[config.mk]
export PLATFORM = sky130hd
export DESIGN_NAME = core_lsu_ctrl
export DESIGN_NICKNAME = d
export VERILOG_FILES = /design/src/rtl/core_pkg.sv /design/src/rtl/core_lsu_strobe.sv /design/src/rtl/core_lsu_ctrl.sv
export SDC_FILE = /design/constraint.sdc
export NUM_CORES = 1
export LEC_CHECK = 0
export ABC_AREA = 1
export BUFFER_PORTS_ARGS = -buffer_cell sky130_fd_sc_hd__buf_2
export CORE_ASPECT_RATIO = 0.9
export CORE_MARGIN = 10
export CORE_UTILIZATION = 43
export CTS_CLUSTER_SIZE = 25
export DETAILED_ROUTE_END_ITERATION = 8
export PLACE_DENSITY_LB_ADDON = 0.25
export SLEW_MARGIN = 20
export SYNTH_ARGS = -nofsm -noshare
export SYNTH_HDL_FRONTEND = slang
export SYNTH_SLANG_ARGS = --single-unit
[constraint.sdc]
create_clock -name i_clk -period 1.5 [get_ports i_clk]
set_clock_uncertainty 0.15 [all_clocks]
set_input_delay 0.225 -clock i_clk [delete_from_list [all_inputs] [get_ports i_clk]]
set_output_delay 0.225 -clock i_clk [all_outputs]
set_load 0.02 [all_outputs]
[src/rtl/core_pkg.sv]
// Shared types and constants for the core: LSU state encoding, RV32I load/store
// funct3 codes and writeback result-source selects.
package core_pkg;

    typedef enum logic [1:0] {
        LSU_IDLE   = 2'd0,
        LSU_ACCESS = 2'd1,
        LSU_DRAIN  = 2'd2,
        LSU_RESP   = 2'd3
    } lsu_state_t;

    localparam logic [2:0] F3_LB  = 3'b000;
    localparam logic [2:0] F3_LH  = 3'b001;
    localparam logic [2:0] F3_LW  = 3'b010;
    localparam logic [2:0] F3_LBU = 3'b100;
    localparam logic [2:0] F3_LHU = 3'b101;

    localparam logic [2:0] F3_SB  = 3'b000;
    localparam logic [2:0] F3_SH  = 3'b001;
    localparam logic [2:0] F3_SW  = 3'b010;

    localparam logic [1:0] RESULT_SRC_ALU = 2'b00;
    localparam logic [1:0] RESULT_SRC_MEM = 2'b01;
    localparam logic [1:0] RESULT_SRC_PC4 = 2'b10;

    // True when funct3 names an access size that exists for this direction.
    function automatic logic lsu_f3_legal(input logic we, input logic [2:0] f3);
        if (we) begin
            return (f3 == F3_SB) || (f3 == F3_SH) || (f3 == F3_SW);
        end
        return (f3 == F3_LB) || (f3 == F3_LH) || (f3 == F3_LW) ||
               (f3 == F3_LBU) || (f3 == F3_LHU);
    endfunction

endpackage

[src/rtl/core_lsu_strobe.sv]
// Combinational byte-lane decode: funct3 and low address bits to byte enables,
// lane-replicated store data and an alignment/legality fault flag.
module core_lsu_strobe
    import core_pkg::*;
(
    input  logic        we_i,
    input  logic [2:0]  funct3_i,
    input  logic [1:0]  addr_lo_i,
    input  logic [31:0] wdata_i,
    output logic [3:0]  sel_o,
    output logic [31:0] wdata_o,
    output logic        misalign_o
);

    logic [31:0] lane_data;

    always_comb begin
        sel_o      = 4'b0000;
        lane_data  = 32'h0;
        misalign_o = !lsu_f3_legal(we_i, funct3_i);
        // funct3[1:0] encodes the access size for both signed and unsigned loads.
        case (funct3_i[1:0])
            2'b00: begin
                sel_o     = 4'b0001 << addr_lo_i;
                lane_data = {4{wdata_i[7:0]}};
            end
            2'b01: begin
                sel_o     = addr_lo_i[1] ? 4'b1100 : 4'b0011;
                lane_data = {2{wdata_i[15:0]}};
                if (addr_lo_i[0]) begin
                    misalign_o = 1'b1;
                end
            end
            2'b10: begin
                sel_o     = 4'b1111;
                lane_data = wdata_i;
                if (addr_lo_i != 2'b00) begin
                    misalign_o = 1'b1;
                end
            end
            default: begin
                misalign_o = 1'b1;
            end
        endcase
        wdata_o = we_i ? lane_data : 32'h0;
    end

endmodule

[src/rtl/core_lsu_ctrl.sv]
// Memory-stage load/store sequencer over a registered req/ack bus.
// Optional bus-timeout abort is enabled by defining CORE_LSU_TIMEOUT_EN.
module core_lsu_ctrl
    import core_pkg::*;
#(
    parameter int unsigned TIMEOUT_CYCLES = 255
)
(
    input  logic        i_clk,
    input  logic        i_reset_n,
    input  logic        i_req,
    input  logic        i_we,
    input  logic [2:0]  i_funct3,
    input  logic [31:0] i_addr,
    input  logic [31:0] i_wdata,
    input  logic        i_flush,
    output logic        o_busy,
    output logic        o_done,
    output logic [31:0] o_rdata,
    output logic        o_misalign,
    output logic        o_bus_err,
    output logic        o_bus_req,
    output logic        o_bus_we,
    output logic [29:0] o_bus_addr,
    output logic [3:0]  o_bus_sel,
    output logic [31:0] o_bus_wdata,
    input  logic        i_bus_ack,
    input  logic [31:0] i_bus_rdata
);

    lsu_state_t  state_q;
    logic        bus_req_q;
    logic        bus_we_q;
    logic [29:0] bus_addr_q;
    logic [3:0]  bus_sel_q;
    logic [31:0] bus_wdata_q;
    logic [31:0] rdata_q;
    logic        done_q;

    logic [3:0]  strb_sel;
    logic [31:0] strb_wdata;
    logic        strb_misalign;
    logic        start;
    logic        accept;

    core_lsu_strobe u_strobe (
        .we_i       (i_we),
        .funct3_i   (i_funct3),
        .addr_lo_i  (i_addr[1:0]),
        .wdata_i    (i_wdata),
        .sel_o      (strb_sel),
        .wdata_o    (strb_wdata),
        .misalign_o (strb_misalign)
    );

    assign start  = (state_q == LSU_IDLE) && i_req && !i_flush;
    assign accept = start && !strb_misalign;

    // Gated by reset so every output reads 0 while reset is held, even with i_req high.
    assign o_busy     = i_reset_n && (accept || (state_q == LSU_ACCESS) || (state_q == LSU_DRAIN));
    assign o_misalign = i_reset_n && start && strb_misalign;

    assign o_done      = done_q;
    assign o_rdata     = rdata_q;
    assign o_bus_req   = bus_req_q;
    assign o_bus_we    = bus_we_q;
    assign o_bus_addr  = bus_addr_q;
    assign o_bus_sel   = bus_sel_q;
    assign o_bus_wdata = bus_wdata_q;

`ifdef CORE_LSU_TIMEOUT_EN
    localparam int CNT_W = $clog2(TIMEOUT_CYCLES + 1);

    logic [CNT_W-1:0] cnt_q;
    logic             bus_err_q;
    logic             expire;

    assign expire    = (cnt_q == CNT_W'(TIMEOUT_CYCLES - 1));
    assign o_bus_err = bus_err_q;
`else
    assign o_bus_err = 1'b0;
`endif

    always_ff @(posedge i_clk or negedge i_reset_n) begin
        if (!i_reset_n) begin
            state_q     <= LSU_IDLE;
            bus_req_q   <= 1'b0;
            bus_we_q    <= 1'b0;
            bus_addr_q  <= 30'h0;
            bus_sel_q   <= 4'h0;
            bus_wdata_q <= 32'h0;
            rdata_q     <= 32'h0;
            done_q      <= 1'b0;
`ifdef CORE_LSU_TIMEOUT_EN
            cnt_q       <= '0;
            bus_err_q   <= 1'b0;
`endif
        end else begin
            case (state_q)
                LSU_IDLE: begin
                    done_q <= 1'b0;
`ifdef CORE_LSU_TIMEOUT_EN
                    bus_err_q <= 1'b0;
                    cnt_q     <= '0;
`endif
                    if (accept) begin
                        bus_req_q   <= 1'b1;
                        bus_we_q    <= i_we;
                        bus_addr_q  <= i_addr[31:2];
                        bus_sel_q   <= strb_sel;
                        bus_wdata_q <= strb_wdata;
                        state_q     <= LSU_ACCESS;
                    end
                end
                LSU_ACCESS: begin
                    if (i_bus_ack) begin
                        bus_req_q <= 1'b0;
                        if (i_flush) begin
                            state_q <= LSU_IDLE;
                        end else begin
                            rdata_q <= bus_we_q ? 32'h0 : i_bus_rdata;
                            done_q  <= 1'b1;
                            state_q <= LSU_RESP;
                        end
                    end else if (i_flush) begin
                        // The bus cycle is already out; wait it off without reporting it.
                        state_q <= LSU_DRAIN;
`ifdef CORE_LSU_TIMEOUT_EN
                        cnt_q   <= '0;
                    end else if (expire) begin
                        bus_req_q <= 1'b0;
                        rdata_q   <= 32'h0;
                        done_q    <= 1'b1;
                        bus_err_q <= 1'b1;
                        state_q   <= LSU_RESP;
                    end else begin
                        cnt_q <= cnt_q + 1'b1;
`endif
                    end
                end
                LSU_DRAIN: begin
                    if (i_bus_ack) begin
                        bus_req_q <= 1'b0;
                        state_q   <= LSU_IDLE;
`ifdef CORE_LSU_TIMEOUT_EN
                    end else if (expire) begin
                        bus_req_q <= 1'b0;
                        state_q   <= LSU_IDLE;
                    end else begin
                        cnt_q <= cnt_q + 1'b1;
`endif
                    end
                end
                default: begin
                    done_q <= 1'b0;
`ifdef CORE_LSU_TIMEOUT_EN
                    bus_err_q <= 1'b0;
`endif
                    state_q <= LSU_IDLE;
                end
            endcase
        end
    end

endmodule

; ---- After elaboration in Yosys (flattened, before gate mapping)
; Cells that the tools add are included.
; W data, S select, Z words.
[word_totals]
regBits = 103
inputBits = 105
out_inout_bits = 104
elab_cells = 74
[op_classes]
n_eq_ne = 14
n_shift = 1
mux = 23
bitwise_logic = 2
n_reduce_logical = 26
[ops]
columns = op, count
row1 = $pmux W32 S3, 1
row2 = $mux W32, 2
row3 = $pmux W4 S3, 1
row4 = $reduce_and A3 Y1, 4
row5 = $mux W2, 5
row6 = $mux W1, 9
row7 = $ne A2 B2 Y1 const B, 4
row8 = $eq A3 B3 Y1 const B, 2
row9 = $logic_and A1 B1 Y1, 6
row10 = $logic_or A1 B1 Y1, 6
row11 = $pmux W2 S3, 1
row12 = $eq A2 B1 Y1 const B, 2
row13 = $eq A2 B2 Y1 const B, 2
row14 = $logic_not A2 Y1, 2
row15 = $mux W4, 1
row16 = $pmux W1 S2, 2
row17 = $reduce_bool A2 Y1, 2
row18 = $shl A1 B2 Y4 const A, 1
row19 = $eq A3 B1 Y1 const B, 1
row20 = $eq A3 B2 Y1 const B, 1
row21 = $logic_not A1 Y1, 3
row22 = $logic_not A3 Y1, 1
row23 = $ne A3 B3 Y1 const B, 1
row24 = $pmux W1 S3, 1
row25 = 4 further kinds, 5

; ---- Logic depth before layout (Yosys ltp)
; Gate-level depths: netlist of the first run.
[logic_depth]
depth_word = 14
mapped_depth = 13
depth_no_buf = 11

; ---- Cells and area by module
; A second synthesis of the first run with hierarchy kept.
[unflattened]
cells_unflattened = 623
area_unflattened_um2 = 4803.4
[modules_own_cells]
columns = mod, n_inst, cells_each, area_each_um2, seq_area_each_um2
row1 = core_lsu_ctrl, 1, 466, 4090.2, 2577.5
row2 = core_lsu_strobe, 1, 157, 713.2, 0.0

; ---- Least setup slack after synthesis of the first run
; Ideal clock, no wire load.
[synth_timing]
path_type = input-to-output
startpoint = in i_funct3[0]
endpoint = out o_busy
arrival_time_ns = 1.534
required_time_ns = 1.125
path_slack_ns = -0.409
stages = 8
path_buffers = 2
cell_sequence = inv_1 > ha_1 > buf_2 > or2_1 > nand3_2 > nand3_1 > buf_4 > a21boi_1
[synth_between]
elab_chain_len = 14
word_cells_on_any_way = 23
cone_classes = 6 x eq/ne / 5 x mux / 12 x reduce/logical
[synth_lines]
columns = item, line_no
row1 = from (decl), core_lsu_ctrl.sv:13  ; input logic [2:0] i_funct3,
row2 = $eq A3 B1 Y1 / $logic_not A3 Y1 (equally long branches), "core_pkg.sv:29, core_pkg.sv:31"
row3 = $logic_or A1 B1 Y1 (2 in series), "core_pkg.sv:29, core_pkg.sv:31"
row4 = $logic_or A1 B1 Y1, core_pkg.sv:31  ; return (f3 == F3_LB) || (f3 == F3_LH) || (f3 == F3_LW) ||
row5 = $logic_or A1 B1 Y1, core_pkg.sv:32  ; (f3 == F3_LBU) || (f3 == F3_LHU);
row6 = $mux W1, core_pkg.sv:31
row7 = $logic_not A1 Y1, core_lsu_strobe.sv:20  ; misalign_o = !lsu_f3_legal(we_i, funct3_i);
row8 = "$mux W1, on equally long branches", "core_lsu_strobe.sv:37, core_lsu_strobe.sv:30"
row9 = $pmux W1 S3 *, core_lsu_strobe.sv:22  ; case (funct3_i[1:0])
row10 = $logic_not A1 Y1 *, core_lsu_ctrl.sv:57  ; assign accept = start && !strb_misalign;
row11 = $logic_and A1 B1 Y1 *, core_lsu_ctrl.sv:57
row12 = $logic_or A1 B1 Y1 * (2 in series), core_lsu_ctrl.sv:60  ; assign o_busy = i_reset_n && (accept || (state_q == LSU_ACCESS) || (state_q == LSU_DRAIN));
row13 = $logic_and A1 B1 Y1 *, core_lsu_ctrl.sv:60
row14 = to (decl), core_lsu_ctrl.sv:17  ; output logic o_busy,
; Every way passes the cells marked *; elsewhere a longest branch is shown, timed or not. The select of a mux whose other input is x is not followed.

; ---- Worst setup path after layout of the first run
[layout_timing]
startpoint = reg state_q[1]
endpoint = reg bus_sel_q[2], in the netlist o_bus_sel[2]
[layout_between]
elab_chain_len = 5
[layout_lines]
columns = item, line_no
row1 = from (decl), core_lsu_ctrl.sv:31  ; lsu_state_t state_q;
row2 = from (signal assigned), core_lsu_ctrl.sv:86  ; state_q <= LSU_IDLE;
row3 = from (signal assigned), core_lsu_ctrl.sv:112  ; state_q <= LSU_ACCESS;
row4 = from (signal assigned), core_lsu_ctrl.sv:119  ; state_q <= LSU_IDLE;
row5 = $logic_not A2 Y1 *, "core_lsu_ctrl.sv:56, core_lsu_ctrl.sv:99"
row6 = $logic_and A1 B1 Y1 (2 in series), core_lsu_ctrl.sv:56  ; assign start = (state_q == LSU_IDLE) && i_req && !i_flush;
row7 = $logic_and A1 B1 Y1, core_lsu_ctrl.sv:57
row8 = $reduce_and A2 Y1 (no line) *, n/a
row9 = to (signal assigned), core_lsu_ctrl.sv:110  ; bus_sel_q <= strb_sel;
row10 = to (decl), core_lsu_ctrl.sv:35  ; logic [3:0] bus_sel_q;
; Every way passes the cells marked *; elsewhere a longest branch is shown, timed or not.
; A chain may end at the register's enable or synchronous reset.

==> results of run 1 <==
[power by group]
part	switching, mW	internal, mW
Combinational	3.73	2.60
Sequential	0.722	3.86
Clock	1.06	1.20
[area by class of cell]
type / instances / area share [%]
timing repair buffer: 344 / 33.9
antenna: 1 / 0.0302
clock inverter: 6 / 0.619
sequential: 103 / 31.1
tap: 129 / 1.95
clock buffer: 10 / 2.88
multi-input combinational: 418 / 28.2
inverter: 25 / 1.37
[registers in the layout, summed over array words and instances, names as in the netlist]
| signal | cells |
|---|---|
| o_bus_req | 1 |
| o_done | 1 |
| o_bus_addr | 30 |
| o_rdata | 32 |
| state_q | 2 |
| o_bus_we | 1 |
| o_bus_wdata | 32 |
| o_bus_sel | 4 |
[metal layers]
| metal | track usage, % | vias up |
|---|---|---|
| li1 | - | 2460 |
| met2 | 38.3 | 252 |
| met3 | 7.95 | 25 |
| met5 | 0 | - |
| met1 | 25.4 | 2527 |
| met4 | 6.60 | 0 |
[stage by stage]
step | TNS (ns) | util, % | power, mW
6_report | -33.64 | 79.5 | 13.2
5_1_grt | -41.19 | 79.5 | 14.0
4_1_cts | -32.12 | 76.2 | 12.8
3_5_place_dp | -30.32 | 59.7 | 9.59
3_3_place_gp | -27.63 | 59.7 | 9.44
2_1_floorplan | -4.86 | - | 7.46
[worst register-to-register path, stage by stage (launching register included)]
cell       delay, ns
dfrtp_1         0.40
inv_2           0.08
ha_4            0.15
nand2_4         0.06
nor2_4          0.13
buf_4           0.13
inv_2           0.04
buf_4           0.13
nor2_4          0.09
buf_12          0.16
bufbuf_16       0.26
o21a_1          0.11
[what timing repair did]
item	CTS	global route
hold buffers	64	1
setup buffers	13	6
gates cloned	13	3
hold endpoints to repair	166	1
gates resized for setup	86	48
endpoints found under the setup margin	104	105
pin swaps	10	20
[final timing paths]
kind                                             start                    endpoint  slack (ns)  depth (start not counted)
worst max-delay path            state_q[1]$_DFFE_PN0P_    o_bus_sel[2]$_DFFE_PN0P_       -0.44                         11
worst max register to register  state_q[1]$_DFFE_PN0P_    o_bus_sel[2]$_DFFE_PN0P_       -0.44                         11
worst min-delay path                        i_wdata[5]  o_bus_wdata[5]$_DFFE_PN0P_       0.007                          3
max in group asynchronous                    i_reset_n  o_bus_addr[13]$_DFFE_PN0P_        0.18                          3
worst min register to register   o_bus_req$_DFFE_PN0P_       o_bus_req$_DFFE_PN0P_        0.33                          2
min in group asynchronous                    i_reset_n  o_bus_wdata[0]$_DFFE_PN0P_        0.20                          2
[cells in the mapped netlist]
master    count  area share (%)
ha_1          7             1.9
conb_1        1           0.080
a31oi_1       2            0.27
o21ai_0      46             4.9
buf_2        12             1.3
nand3_1      23             2.5
buf_4         4            0.64
o21a_1        4            0.64
clkbuf_1     12            0.97
a21oi_1      11             1.2
nor2_4        1            0.24
nor2_2        1            0.13
nand2_4       1            0.24
o21ai_1      10             1.1
inv_1        21             1.7
a21boi_1      1            0.16
buf_6         1            0.24
nand2_2       2            0.27
inv_2         3            0.24
o21ai_2       9             1.7
nand2_1     289              23
nand3_2       1            0.21
dfrtp_1     103              55
nor2_1        6            0.48
buf_1         2            0.16
clkinv_1      1           0.080
or2_1         1            0.13
[cell families after synthesis]
kind of cell	count (synthesis)	synth area share (%)
AOI/OAI and AO/OA	83	9.96
adders and majority gates	7	1.88
buffers and inverters	56	5.32
DFF	103	55.3
other	1	0.0805
and+or+nand+nor	325	27.5
==> impl_metrics.ini, run 1 <==
[status]
failed_checks = setup timing
outcome = finished, violations left

[cts]
cts-root-buf = clkbuf_16
cts_tree = yes
clock_latency_ns = 0.34
numCtsBuffers = 9
cts.htree.levels = 3
path_clk_slew_ns = 0.07
clock_sinks = 103
clock_path_buffers = 2

[floorplanning]
initial_utilization_pct = 44.7
core-area_sq_mm = 0.0104
io_pins = 209
fp.dieH_um = 119
die_x_um = 130
row_count = 35
die_area_sq_mm = 0.0154

[worst_setup_path]
crit_chain = inv_2 > ha_4 > nand2_4 > nor2_4 > buf_4 > inv_2 > buf_4 > nor2_4 > buf_12 > bufbuf_16 > o21a_1
end_kind = flop
crit_required_ns = 1.62
slowest_delay_ns = 0.40
worstPathArrival_ns = 2.06
path_buf_inv = 6
cp-start-kind = flop
cpMaxStageDelayCell = dfrtp_1
cp_top_family = buffers and inverters
crit_fanout = 6
path_class = reg -> reg

[placement]
gp_congestion = 0.904
portBuffers = 207
dpl.cell_count = 920
place_area_sq_mm = 0.00622
hpwl_um = 11100
pre_cts_ws_ns = -0.483

[sta]
finalSetupViolations = 105
timing.final.ws_setup_ns = -0.437
hold_viol = 0
tightest_slew_ns = 1.07
relSlewSlack_pct = 29.0
finalCriticalPeriod_ns = 1.94
final.period_utilization_pct = 129
max_freq_ghz = 0.516
hold_ws_ns = 0.00678
rsz0062_at_grt = true
slew_viol_final = 0

[global_routing]
grt_pass1_wl_um = 27900
grt_remaining_overflow = 0
antenna_found_initial = 0
grtUsageTotal_pct = 22.4
grt_start_max_net_pins = 102
first_global_vias = 5542

[routing]
drt-wirelength-per-cell_um = 17.4
first_pass_iters = 5
wl_met3_um = 1740
ant_nets = 0
top_layer = met4
dr.first_iter.drc_count = 288
num_vias = 5264
wirelength_um = 18000
drc_errors = 0
via_per_inst = 5.08
routed-wl-met2_um = 9020
wl_met1_um = 6900

[cells_and_area]
multi_input_area_sq_mm = 0.00233
layout.cells.non_filler = 1036
layout-drive-gt1-share_pct = 43.8
syn_to_final_growth_pct = 77.8
regArea_sq_mm = 0.00258
nNetsFinal = 1013
final_common_cell = nand2_1
post-route-cell-area_sq_mm = 0.00829
mostFrequentLayoutCells = nand2_1, buf_2, dfrtp_1
fillers = 648

[synthesis]
synthDistinctLibCells = 27
synth-seq-cells = 103
synth_cells = 575
synth_seq_area_share_pct = 55.3
synth_area_sq_mm = 0.00466
yosys_warnings = 0
synth_nets = 687
synth.avg_cell_area_sq_um = 8.11

[job]
maxCapViolCount = 0

[worst_hold_path]
hold_path.class = in -> reg

[pwr]
powerDensity_mw_per_mm2 = 1590
ir_worst_vdd_uv = 1040
p_leak_nw = 4.47
Power figures use the tool's default switching activity.
==> inputs of run 2 (changes only) <==
--- a/config.mk
+++ b/config.mk
@@ -7,11 +7,12 @@
 export LEC_CHECK = 0
 export ABC_AREA = 1
 export BUFFER_PORTS_ARGS = -buffer_cell sky130_fd_sc_hd__buf_2
-export CORE_ASPECT_RATIO = 0.9
+export CORE_ASPECT_RATIO = 1.2
 export CORE_MARGIN = 10
 export CORE_UTILIZATION = 43
 export CTS_CLUSTER_SIZE = 25
 export DETAILED_ROUTE_END_ITERATION = 8
+export HOLD_SLACK_MARGIN = 0.05
 export PLACE_DENSITY_LB_ADDON = 0.25
 export SLEW_MARGIN = 20
 export SYNTH_ARGS = -nofsm -noshare
==> run 2 against run 1 <==
Net effect: the run still ends with setup timing left; final cell count rose by 0.39%; clock power grew 3%; largest power group unchanged; wire length increased by 7.1%; total power rose by 3.2%.
==> impl_metrics.ini, run 2 (synthesis results as in run 1) <==
[worst_setup_path]
cp-start-kind = flop
end_kind = flop
r2r-end = o_rdata[21]$_DFFE_PN0P_
worstPathArrival_ns = 2.02
path_class = reg -> reg
path_depth = 12
r2r.worst_path.cells = 12
cpMaxStageDelayCell = dfrtp_1
crit_required_ns = 1.57
crit_path_frequent_cell = buf_12
path_buf_inv = 7
cp_top_family = buffers and inverters
slowest_delay_ns = 0.40
r2r-start = state_q[1]$_DFFE_PN0P_
crit_fanout = 7
crit_chain = inv_2 > buf_6 > ha_4 > buf_4 > inv_4 > nor2_4 > nand2_4 > buf_12 > buf_12 > buf_16 > nand2_1 > o21ai_1
reg2reg_slack_ns = -0.46

[cells_and_area]
mostFrequentLayoutCells = nand2_1, buf_2, dfrtp_1
diodes = 0
final_util_pct = 78.4
layout-drive-gt1-share_pct = 46.0
syn_to_final_growth_pct = 77.8
nNetsFinal = 1018
layout.cells.non_filler = 1040
final_common_cell = nand2_1

[routing]
dr.first_iter.drc_count = 381
ant_nets = 0
via_per_inst = 5.19
first_pass_iters = 7
wirelength_um = 19300
num_vias = 5393
drc_errors = 0
drt-wirelength-per-cell_um = 18.5

[pwr]
p_clk_share_pct = 17.1
net-switching-power_mw = 5.73
p_int_mw = 7.85
p_seq_share_pct = 34.2
pwr-share-comb_pct = 48.7
swShare_pct = 42.2
powerDensity_mw_per_mm2 = 1640
ir_worst_vdd_uv = 691
p_leak_nw = 4.43

[global_routing]
antenna_found_initial = 0
grtUsageTotal_pct = 23.1
grt_remaining_overflow = 0
grt_pass1_wl_um = 28700
first_global_vias = 5492
grt_start_max_net_pins = 64

[cts]
numCtsBuffers = 9
path_clk_slew_ns = 0.07
clock_path_buffers = 2
clock_sinks = 103
cts_tree = yes
clock_latency_ns = 0.33
cts.htree.levels = 3
cts-root-buf = clkbuf_16

[placement]
hpwl_um = 11600
pre_cts_ws_ns = -0.522
gp_congestion = 0.860
portBuffers = 207
dpl.cell_count = 919

[sta]
hold_viol = 0
setup-tns-final_ns = -35.96
max_freq_ghz = 0.510
rsz0062_at_grt = true
hold_ws_ns = 0.0884
final.period_utilization_pct = 131
relSlewSlack_pct = 35.6
tightest_slew_ns = 0.966
slew_viol_final = 0
finalSetupViolations = 105
timing.final.ws_setup_ns = -0.460
finalCriticalPeriod_ns = 1.96

[floorplanning]
die_x_um = 115
fp.dieH_um = 134
io_pins = 209
core-area_sq_mm = 0.0106
row_count = 41
die_area_sq_mm = 0.0154
initial_utilization_pct = 44.1

[worst_hold_path]
min_from = i_wdata[18]
hold_path.class = in -> reg
hold_path_end = o_bus_wdata[18]$_DFFE_PN0P_
hold_path_depth = 5

[job]
maxCapViolCount = 0

[status]
failed_checks = setup timing
outcome = finished, violations left
run 2: cell types whose count changed in the layout (fill, tap and decap cells not counted), sizes merged:
cell / previous run / this run
bufinv: 0 / 1
dlygate4sd3: 65 / 71
clkinvlp: 0 / 2
inv: 27 / 24
clkbuf: 13 / 14
bufbuf: 2 / 1
diode: 1 / 0
clkinv: 4 / 3
run 2: metrics by stage:
step / total power, mW / cell area, sq um
2_1_floorplan: 7.46 / 4820
5_1_grt: 14.3 / 8290
3_3_place_gp: 9.43 / 6210
4_1_cts: 12.9 / 7880
6_report: 13.6 / 8290
3_5_place_dp: 9.60 / 6210
run 2: worst register-to-register path, stage by stage (launching register included):
cell,delay (ns)
dfrtp_1,0.40
inv_2,0.09
buf_6,0.11
ha_4,0.14
buf_4,0.11
inv_4,0.04
nor2_4,0.13
nand2_4,0.09
buf_12,0.16
buf_12,0.13
buf_16,0.13
nand2_1,0.08
o21ai_1,0.08
run 2: worst max path at each step:
stage                                       from                       to  slack (ns)
final                     state_q[1]$_DFFE_PN0P_  o_rdata[21]$_DFFE_PN0P_       -0.46
after global routing      state_q[0]$_DFFE_PN0P_               o_misalign       -0.52
after CTS                 state_q[1]$_DFFE_PN0P_                   o_busy       -0.45
after detailed placement             i_funct3[1]   state_q[0]$_DFFE_PN0P_       -0.52
after global placement               i_funct3[1]   state_q[0]$_DFFE_PN0P_       -0.45
after floorplan                      i_funct3[1]                   o_busy       -0.11
run 2: per-layer routing:
layer	global-route usage [%]	vias up	routed length, um
li1	-	2478	-
met1	26.4	2613	7220
met2	40.0	261	10000
met3	5.98	41	1420
met4	8.54	0	595
met5	0	-	0
run 2: timing repair:
item | 4_1_cts | 5_1_grt
hold buffers | 71 | 0
pin swaps | 14 | 30
endpoints found under the setup margin | 105 | 105
resized for setup | 70 | 99
gates cloned | 10 | 5
setup buffers | 19 | 4
endpoints found under the hold margin | 173 | 0
run 2: layout make-up:
class                   count  area (sq um)
clock buffers              11           233
fillers                   676          2280
clock inverters             5          58.8
repair buffers            349          2740
flip-flops and latches    103          2580
inverters                  25           116
well taps                 129           161
multi-input cells         418          2400
run 2: power groups by stage:
| stage | combinational [mW] | clock [mW] | sequential, mW |
|---|---|---|---|
| after floorplan | 1.68 | 0 | 5.77 |
| after detailed placement | 5.14 | 0 | 4.45 |
| after global routing | 7.06 | 2.48 | 4.77 |
| final | 6.61 | 2.33 | 4.65 |
| after global placement | 5.03 | 0 | 4.40 |
| after CTS | 6.03 | 2.38 | 4.46 |
